### src/rtl/mac_acc_lanes.sv
// mac_acc_lanes: LANES-wide signed multiply-accumulate over first/last delimited runs, 3-stage pipeline.
// Define MAC_ACC_SAT_EN for saturating accumulation with per-lane sticky overflow flags.
module mac_acc_lanes #(
  parameter int WIDTH     = 8,
  parameter int LANES     = 4,
  parameter int ACC_WIDTH = 2*WIDTH+8
) (
  input  logic                       clk,
  input  logic                       rst_n,
  input  logic                       ce,
  input  logic                       in_valid,
  output logic                       in_ready,
  input  logic                       in_first,
  input  logic                       in_last,
  input  logic [LANES*WIDTH-1:0]     a,
  input  logic [LANES*WIDTH-1:0]     b,
  input  logic [ACC_WIDTH-1:0]       bias,
  output logic                       out_valid,
  input  logic                       out_ready,
  output logic [LANES*ACC_WIDTH-1:0] p,
  output logic [LANES-1:0]           out_ovf
);

  localparam int PW = 2*WIDTH;

  logic                        w_adv;

  logic                        r_s1_valid;
  logic                        r_s1_first;
  logic                        r_s1_last;
  logic [LANES*WIDTH-1:0]      r_s1_a;
  logic [LANES*WIDTH-1:0]      r_s1_b;
  logic [ACC_WIDTH-1:0]        r_s1_bias;

  logic signed [PW-1:0]        w_prod [LANES];
  logic                        r_s2_valid;
  logic                        r_s2_first;
  logic                        r_s2_last;
  logic [ACC_WIDTH-1:0]        r_s2_bias;
  logic signed [PW-1:0]        r_s2_prod [LANES];

  logic signed [ACC_WIDTH-1:0] w_base [LANES];
  logic signed [ACC_WIDTH-1:0] w_sum [LANES];
  logic [LANES-1:0]            w_clamp;
  logic [LANES-1:0]            w_ovf_next;
  logic signed [ACC_WIDTH-1:0] r_acc [LANES];
  logic [LANES-1:0]            r_run_ovf;
  logic                        r_s3_emit;
  logic [LANES*ACC_WIDTH-1:0]  r_s3_sum;
  logic [LANES-1:0]            r_s3_ovf;

  logic                        r_out_valid;
  logic [LANES*ACC_WIDTH-1:0]  r_p;
  logic [LANES-1:0]            r_out_ovf;

`ifdef MAC_ACC_SAT_EN
  // Returns {clamped, result}; overflow is detected from the extra sum bit disagreeing with the sign bit.
  function automatic logic [ACC_WIDTH:0] sat_add(input logic signed [ACC_WIDTH-1:0] x,
                                                 input logic signed [ACC_WIDTH-1:0] y);
    logic signed [ACC_WIDTH:0] full;
    logic [ACC_WIDTH:0]        res;
    full = (ACC_WIDTH+1)'(x) + (ACC_WIDTH+1)'(y);
    if (full[ACC_WIDTH] != full[ACC_WIDTH-1]) begin
      if (full[ACC_WIDTH]) begin
        res = {1'b1, 1'b1, {(ACC_WIDTH-1){1'b0}}};
      end else begin
        res = {1'b1, 1'b0, {(ACC_WIDTH-1){1'b1}}};
      end
    end else begin
      res = {1'b0, full[ACC_WIDTH-1:0]};
    end
    return res;
  endfunction
`endif

  // The whole pipeline, output register included, moves only when the output slot can take a result.
  assign w_adv     = ce && !(r_out_valid && !out_ready);
  assign in_ready  = w_adv;
  assign out_valid = r_out_valid;
  assign p         = r_p;
  assign out_ovf   = r_out_ovf;

  // S1: capture accepted beat and its tags.
  always_ff @(posedge clk or negedge rst_n) begin
    if (!rst_n) begin
      r_s1_valid <= 1'b0;
      r_s1_first <= 1'b0;
      r_s1_last  <= 1'b0;
      r_s1_a     <= '0;
      r_s1_b     <= '0;
      r_s1_bias  <= '0;
    end else if (w_adv) begin
      r_s1_valid <= in_valid;
      r_s1_first <= in_first;
      r_s1_last  <= in_last;
      r_s1_a     <= a;
      r_s1_b     <= b;
      r_s1_bias  <= bias;
    end
  end

  // Full-precision signed lane products.
  always_comb begin
    for (int i = 0; i < LANES; i++) begin
      w_prod[i] = PW'($signed(r_s1_a[i*WIDTH +: WIDTH])) * PW'($signed(r_s1_b[i*WIDTH +: WIDTH]));
    end
  end

  // S2: register products, carry tags forward.
  always_ff @(posedge clk or negedge rst_n) begin
    if (!rst_n) begin
      r_s2_valid <= 1'b0;
      r_s2_first <= 1'b0;
      r_s2_last  <= 1'b0;
      r_s2_bias  <= '0;
      for (int i = 0; i < LANES; i++) begin
        r_s2_prod[i] <= '0;
      end
    end else if (w_adv) begin
      r_s2_valid <= r_s1_valid;
      r_s2_first <= r_s1_first;
      r_s2_last  <= r_s1_last;
      r_s2_bias  <= r_s1_bias;
      for (int i = 0; i < LANES; i++) begin
        r_s2_prod[i] <= w_prod[i];
      end
    end
  end

  // Accumulate step: a first beat reseeds from bias and discards any open partial sum.
  always_comb begin
    for (int i = 0; i < LANES; i++) begin
      w_base[i] = r_s2_first ? $signed(r_s2_bias) : r_acc[i];
`ifdef MAC_ACC_SAT_EN
      {w_clamp[i], w_sum[i]} = sat_add(w_base[i], ACC_WIDTH'(r_s2_prod[i]));
`else
      w_clamp[i] = 1'b0;
      w_sum[i]   = w_base[i] + ACC_WIDTH'(r_s2_prod[i]);
`endif
      w_ovf_next[i] = (r_s2_first ? 1'b0 : r_run_ovf[i]) | w_clamp[i];
    end
  end

  // S3: running accumulator; a last beat snapshots the sum for output and clears the lane.
  always_ff @(posedge clk or negedge rst_n) begin
    if (!rst_n) begin
      r_s3_emit <= 1'b0;
      r_s3_sum  <= '0;
      r_s3_ovf  <= '0;
      r_run_ovf <= '0;
      for (int i = 0; i < LANES; i++) begin
        r_acc[i] <= '0;
      end
    end else if (w_adv) begin
      r_s3_emit <= r_s2_valid && r_s2_last;
      if (r_s2_valid) begin
        r_s3_ovf <= w_ovf_next;
        for (int i = 0; i < LANES; i++) begin
          r_s3_sum[i*ACC_WIDTH +: ACC_WIDTH] <= w_sum[i];
        end
        if (r_s2_last) begin
          r_run_ovf <= '0;
          for (int i = 0; i < LANES; i++) begin
            r_acc[i] <= '0;
          end
        end else begin
          r_run_ovf <= w_ovf_next;
          for (int i = 0; i < LANES; i++) begin
            r_acc[i] <= w_sum[i];
          end
        end
      end
    end
  end

  // Output register: advancing implies any pending result was handed off this edge.
  always_ff @(posedge clk or negedge rst_n) begin
    if (!rst_n) begin
      r_out_valid <= 1'b0;
      r_p         <= '0;
      r_out_ovf   <= '0;
    end else if (w_adv) begin
      r_out_valid <= r_s3_emit;
      if (r_s3_emit) begin
        r_p       <= r_s3_sum;
        r_out_ovf <= r_s3_ovf;
      end
    end
  end

endmodule
### config.mk
export PLATFORM = sky130hd
export DESIGN_NAME = mac_acc_lanes
export DESIGN_NICKNAME = d
export VERILOG_FILES = /design/src/rtl/mac_acc_lanes.sv
export SDC_FILE = /design/constraint.sdc
export NUM_CORES = 2
export LEC_CHECK = 0
export ABC_AREA = 1
export BUFFER_PORTS_ARGS = -buffer_cell sky130_fd_sc_hd__buf_2
export CAP_MARGIN = 5
export CORE_ASPECT_RATIO = 2
export CORE_MARGIN = 10
export CORE_UTILIZATION = 40
export CTS_BUF_LIST = sky130_fd_sc_hd__clkbuf_8
export DETAILED_ROUTE_END_ITERATION = 10
export GPL_ROUTABILITY_DRIVEN = 0
export PLACE_DENSITY = 0.62
export SYNTH_ARGS = -nofsm -noshare
export SYNTH_HDL_FRONTEND = slang
export SYNTH_SLANG_ARGS = --single-unit
### constraint.sdc
create_clock -name clk -period 11.15 [get_ports clk]
set_input_delay 2.23 -clock clk [delete_from_list [all_inputs] [get_ports clk]]
set_output_delay 2.23 -clock clk [all_outputs]
set_load 0.02 [all_outputs]
==> out/qor.log <==
[finish] leading cell types in the layout, fill and taps excluded sky130_fd_sc_hd__nand2_1 (1,683), sky130_fd_sc_hd__inv_1 (1,031), sky130_fd_sc_hd__dfrtp_1 (482)
[sta] period utilization 56.2%
[status] status finished clean
[power_and_ir_drop] worst ir drop on vdd 0.121 mV
[sta] Hold Fails Final Rpt 0
[clocking] clock latency of the later-clocked register in the worst-skew pair 0.75 ns
[sta] min cycle time layout 6.27 ns
[worst_setup_path] Critical Setup Path Class input pin to primary output
[clocking] number of sinks driven by the clock tree 484
[sta] fmax 160 MHz
[clocking] number of gates resized after cts 0
[worst_hold_path] number of cells on the worst hold path 2
[logic_synthesis] register bit total from synthesis 484
[sta] transition time at the pin with the least slew margin 1.04 ns
[die] die height 444 µm
[worst_setup_path] CP Buf/Inv Count 4
[routing] average wire per standard cell 16.5 µm
[worst_setup_path] required time of the critical path 8.92 ns
[clocking] number of buffers created by CTS 75
[worst_setup_path] timing startpoint of the critical path out_ready
[grt] grt total ovfl 0
[worst_setup_path] worst r2r src r_s1_b[18]$_DFFE_PN0P_
[sta] unrepaired setup endpoints after global routing false
[power_and_ir_drop] sum of internal, switching and leakage power 11.8 mW
[sta] max-slew headroom at the worst pin 30.7%
[logic_synthesis] Mapped Cells 4,907
[routing] Iter 0 DRT Violations 1,623
[die] I/O Pins 197
[job] max-cap check violation count 0
[worst_setup_path] Critical Path AT 4.04 ns
[worst_hold_path] beginning of the worst hold path r_acc[39]$_DFFE_PN0P_
[finish] layout filler cell count 9,370
[routing] DR vias/cell 4.85
[routing] final wirelength 103,000 µm
[finish] area growth from synthesis to layout 9.62%
[logic_synthesis] post-synthesis net count 5,434
[power_and_ir_drop] Leak 22.6 nW
[worst_setup_path] worst-case register-to-register setup slack 6.62 ns
[finish] Final Instance Area 39,400 µm²
[worst_setup_path] crit path max-delay cell type sky130_fd_sc_hd__buf_4
[worst_setup_path] cell-by-cell listing of the critical path buf_2, o21ai_4, buf_4, inv_6, buf_2
[grt] number of global-route vias before repair 31,100
[grt] overall track demand over capacity in global routing 20.3%
[worst_setup_path] kind of end point of the critical path primary output
[worst_hold_path] end point of the worst hold path r_acc[39]$_DFFE_PN0P_
[grt] first-pass GRT wire length 166,000 µm
[routing] remaining design rule violation count 0
[clocking] CTS HTree Levels 3
[sta] Worst Setup Slack, final 4.88 ns
[routing] TritonRoute pass-1 iters 8
[placed_design] cell area after placement 37,800 µm²
[placed_design] worst slack at placement 4.72 ns
[finish] final net count 5,541
[clocking] Bufs on Longest Clock Path 3
[worst_setup_path] Setup crit start kind input pin
[sta] final hold slack 0.480 ns
[worst_setup_path] cell seen most often among critical-path stages sky130_fd_sc_hd__buf_2
[clocking] clock tree from TritonCTS built
[routing] number of routed nets with antenna violations 0
[sta] final slew viol count 0
[die] Rows 155
[finish] share of cells above drive strength 1 6.90%
[logic_synthesis] cell area after technology mapping 36,000 µm²
[placed_design] HPWL after DPL 80,100 µm
[logic_synthesis] Seq/Total Area, Yosys 33.7%
[finish] register area 12,100 µm²
[worst_setup_path] maximum fanout along the worst path 104
[finish] most frequent standard cell in the layout excluding fill and tap cells sky130_fd_sc_hd__nand2_1
[worst_hold_path] Tightest Hold Check Type flip-flop to flip-flop
[grt] number of antenna violations at the first check in global routing 2
[finish] area taken by multi-input logic gates 19,300 µm²
[die] die outline area 103,000 µm²
[logic_synthesis] Unique masters post-synth 29
[clocking] cell at the root of the clock tree sky130_fd_sc_hd__clkbuf_8
[clocking] clock slew at reported path FFs 0.06 ns
[die] Core Region 89,200 µm²
[sta] Sum Neg Setup Slack 0 ns
[die] Die Span X 232 µm
[logic_synthesis] Yosys warnings 0
[clocking] setup repair bufs after CTS 0
[worst_setup_path] cell depth of the worst flop-to-flop path 16
[sta] setup-violating endpoint count in the final report 0
[worst_setup_path] max incr delay on CP 0.65 ns
[routing] vias after detailed routing 30,300
[power_and_ir_drop] cell area power density 299 nW/µm²
[sta] largest clock skew in the final design 0.0320 ns
[grt] pin count of the biggest net entering global routing 149
[logic_synthesis] Post-Syn Area per Cell 7.33 µm²
[clocking] hold-fix buffer count after cts 0
[die] initial cell density of the core 40.3%
[placed_design] total of buffers placed on input and output ports 196
[worst_setup_path] capture point of the worst reg-to-reg path r_s2_prod[31]$_DFFE_PN0P_
[worst_setup_path] Worst path top cell family by delay buffers and inverters
cells in the mapped netlist, drive strengths merged:
cell    count  share of area, %
a21o        7              0.15
xor2       28              0.68
nor3        6             0.083
o22ai      38              0.66
nand2    1685                18
or2        15              0.26
nand3b     32              0.67
clkbuf    100               1.0
inv      1015                11
clkinv      1             0.010
nand4      72               1.3
fa        224                12
a21oi      97               1.3
o21ai     387               5.4
buf        82               1.2
o21bai      6              0.13
xnor2      25              0.61
dfrtp     484                34
nand3     181               2.5
nor2      187               2.0
a31oi      27              0.47
ha        208               7.2
registers in the layout, summed over array words and instances (netlist names), 4 cells and up:
signal,flops
out_ovf,4
r_s3_ovf,4
r_s1_b,32
r_s3_sum,96
p,96
r_run_ovf,4
r_s2_prod,64
r_s2_bias,24
r_s1_a,32
r_acc,96
r_s1_bias,24
logic make-up after synthesis:
group	Yosys count	synth area share (%)
flops	484	33.7
simple gates	2178	24.3
compound gates	562	8.17
fa+ha+maj	432	19.7
buf+inv	1198	12.8
xor+xnor	53	1.29
area by class of cell:
class / count / area share [%]
Antenna cell: 1 / 0.00635
Clock buffer: 93 / 3.25
Clock inverter: 41 / 0.904
Inverter: 1016 / 9.70
Multi-Input combinational cell: 3225 / 48.8
Sequential cell: 484 / 30.7
Tap cell: 1177 / 3.74
Timing Repair Buffer: 212 / 2.85
where the power goes:
| part | switching (mW) | internal (mW) |
|---|---|---|
| Clock | 0.759 | 0.895 |
| Sequential | 0.449 | 2.43 |
| Combinational | 4.75 | 2.53 |
| Total | 5.96 | 5.85 |
tightest hold or removal path: stages (launching register included):
cell and delay [ns]:
sky130_fd_sc_hd__dfrtp_1 0.34, sky130_fd_sc_hd__nand2_1 0.05, sky130_fd_sc_hd__nand2_1 0.05
worst max-delay path by stage:
stage,end,slack [ns],cells after the start
after CTS,in_ready,4.90,5
after floorplan,in_ready,5.94,5
final,in_ready,4.88,5
after global placement,r_acc[37]$_DFFE_PN0P_,4.80,11
after global routing,in_ready,4.76,5
after detailed placement,r_acc[37]$_DFFE_PN0P_,4.72,11
metal layers:
layer / vias to the layer above / global-route usage [%] / part of all wire (%)
met5: - / 0 / 0.0068
met4: 2 / 15.8 / 8.4
met3: 292 / 3.18 / 4.0
met2: 703 / 34.7 / 49
met1: 14200 / 22.2 / 39
li1: 15100 / - / -
per-stage QoR:
stage | util [%] | instances
final | 44.2 | 6249
after global routing | 44.2 | 6249
after CTS | 44.2 | 6248
after detailed placement | 42.4 | 6114
after global placement | 42.4 | 6114
after floorplan | - | 4907
Power figures use the tool's default switching activity.
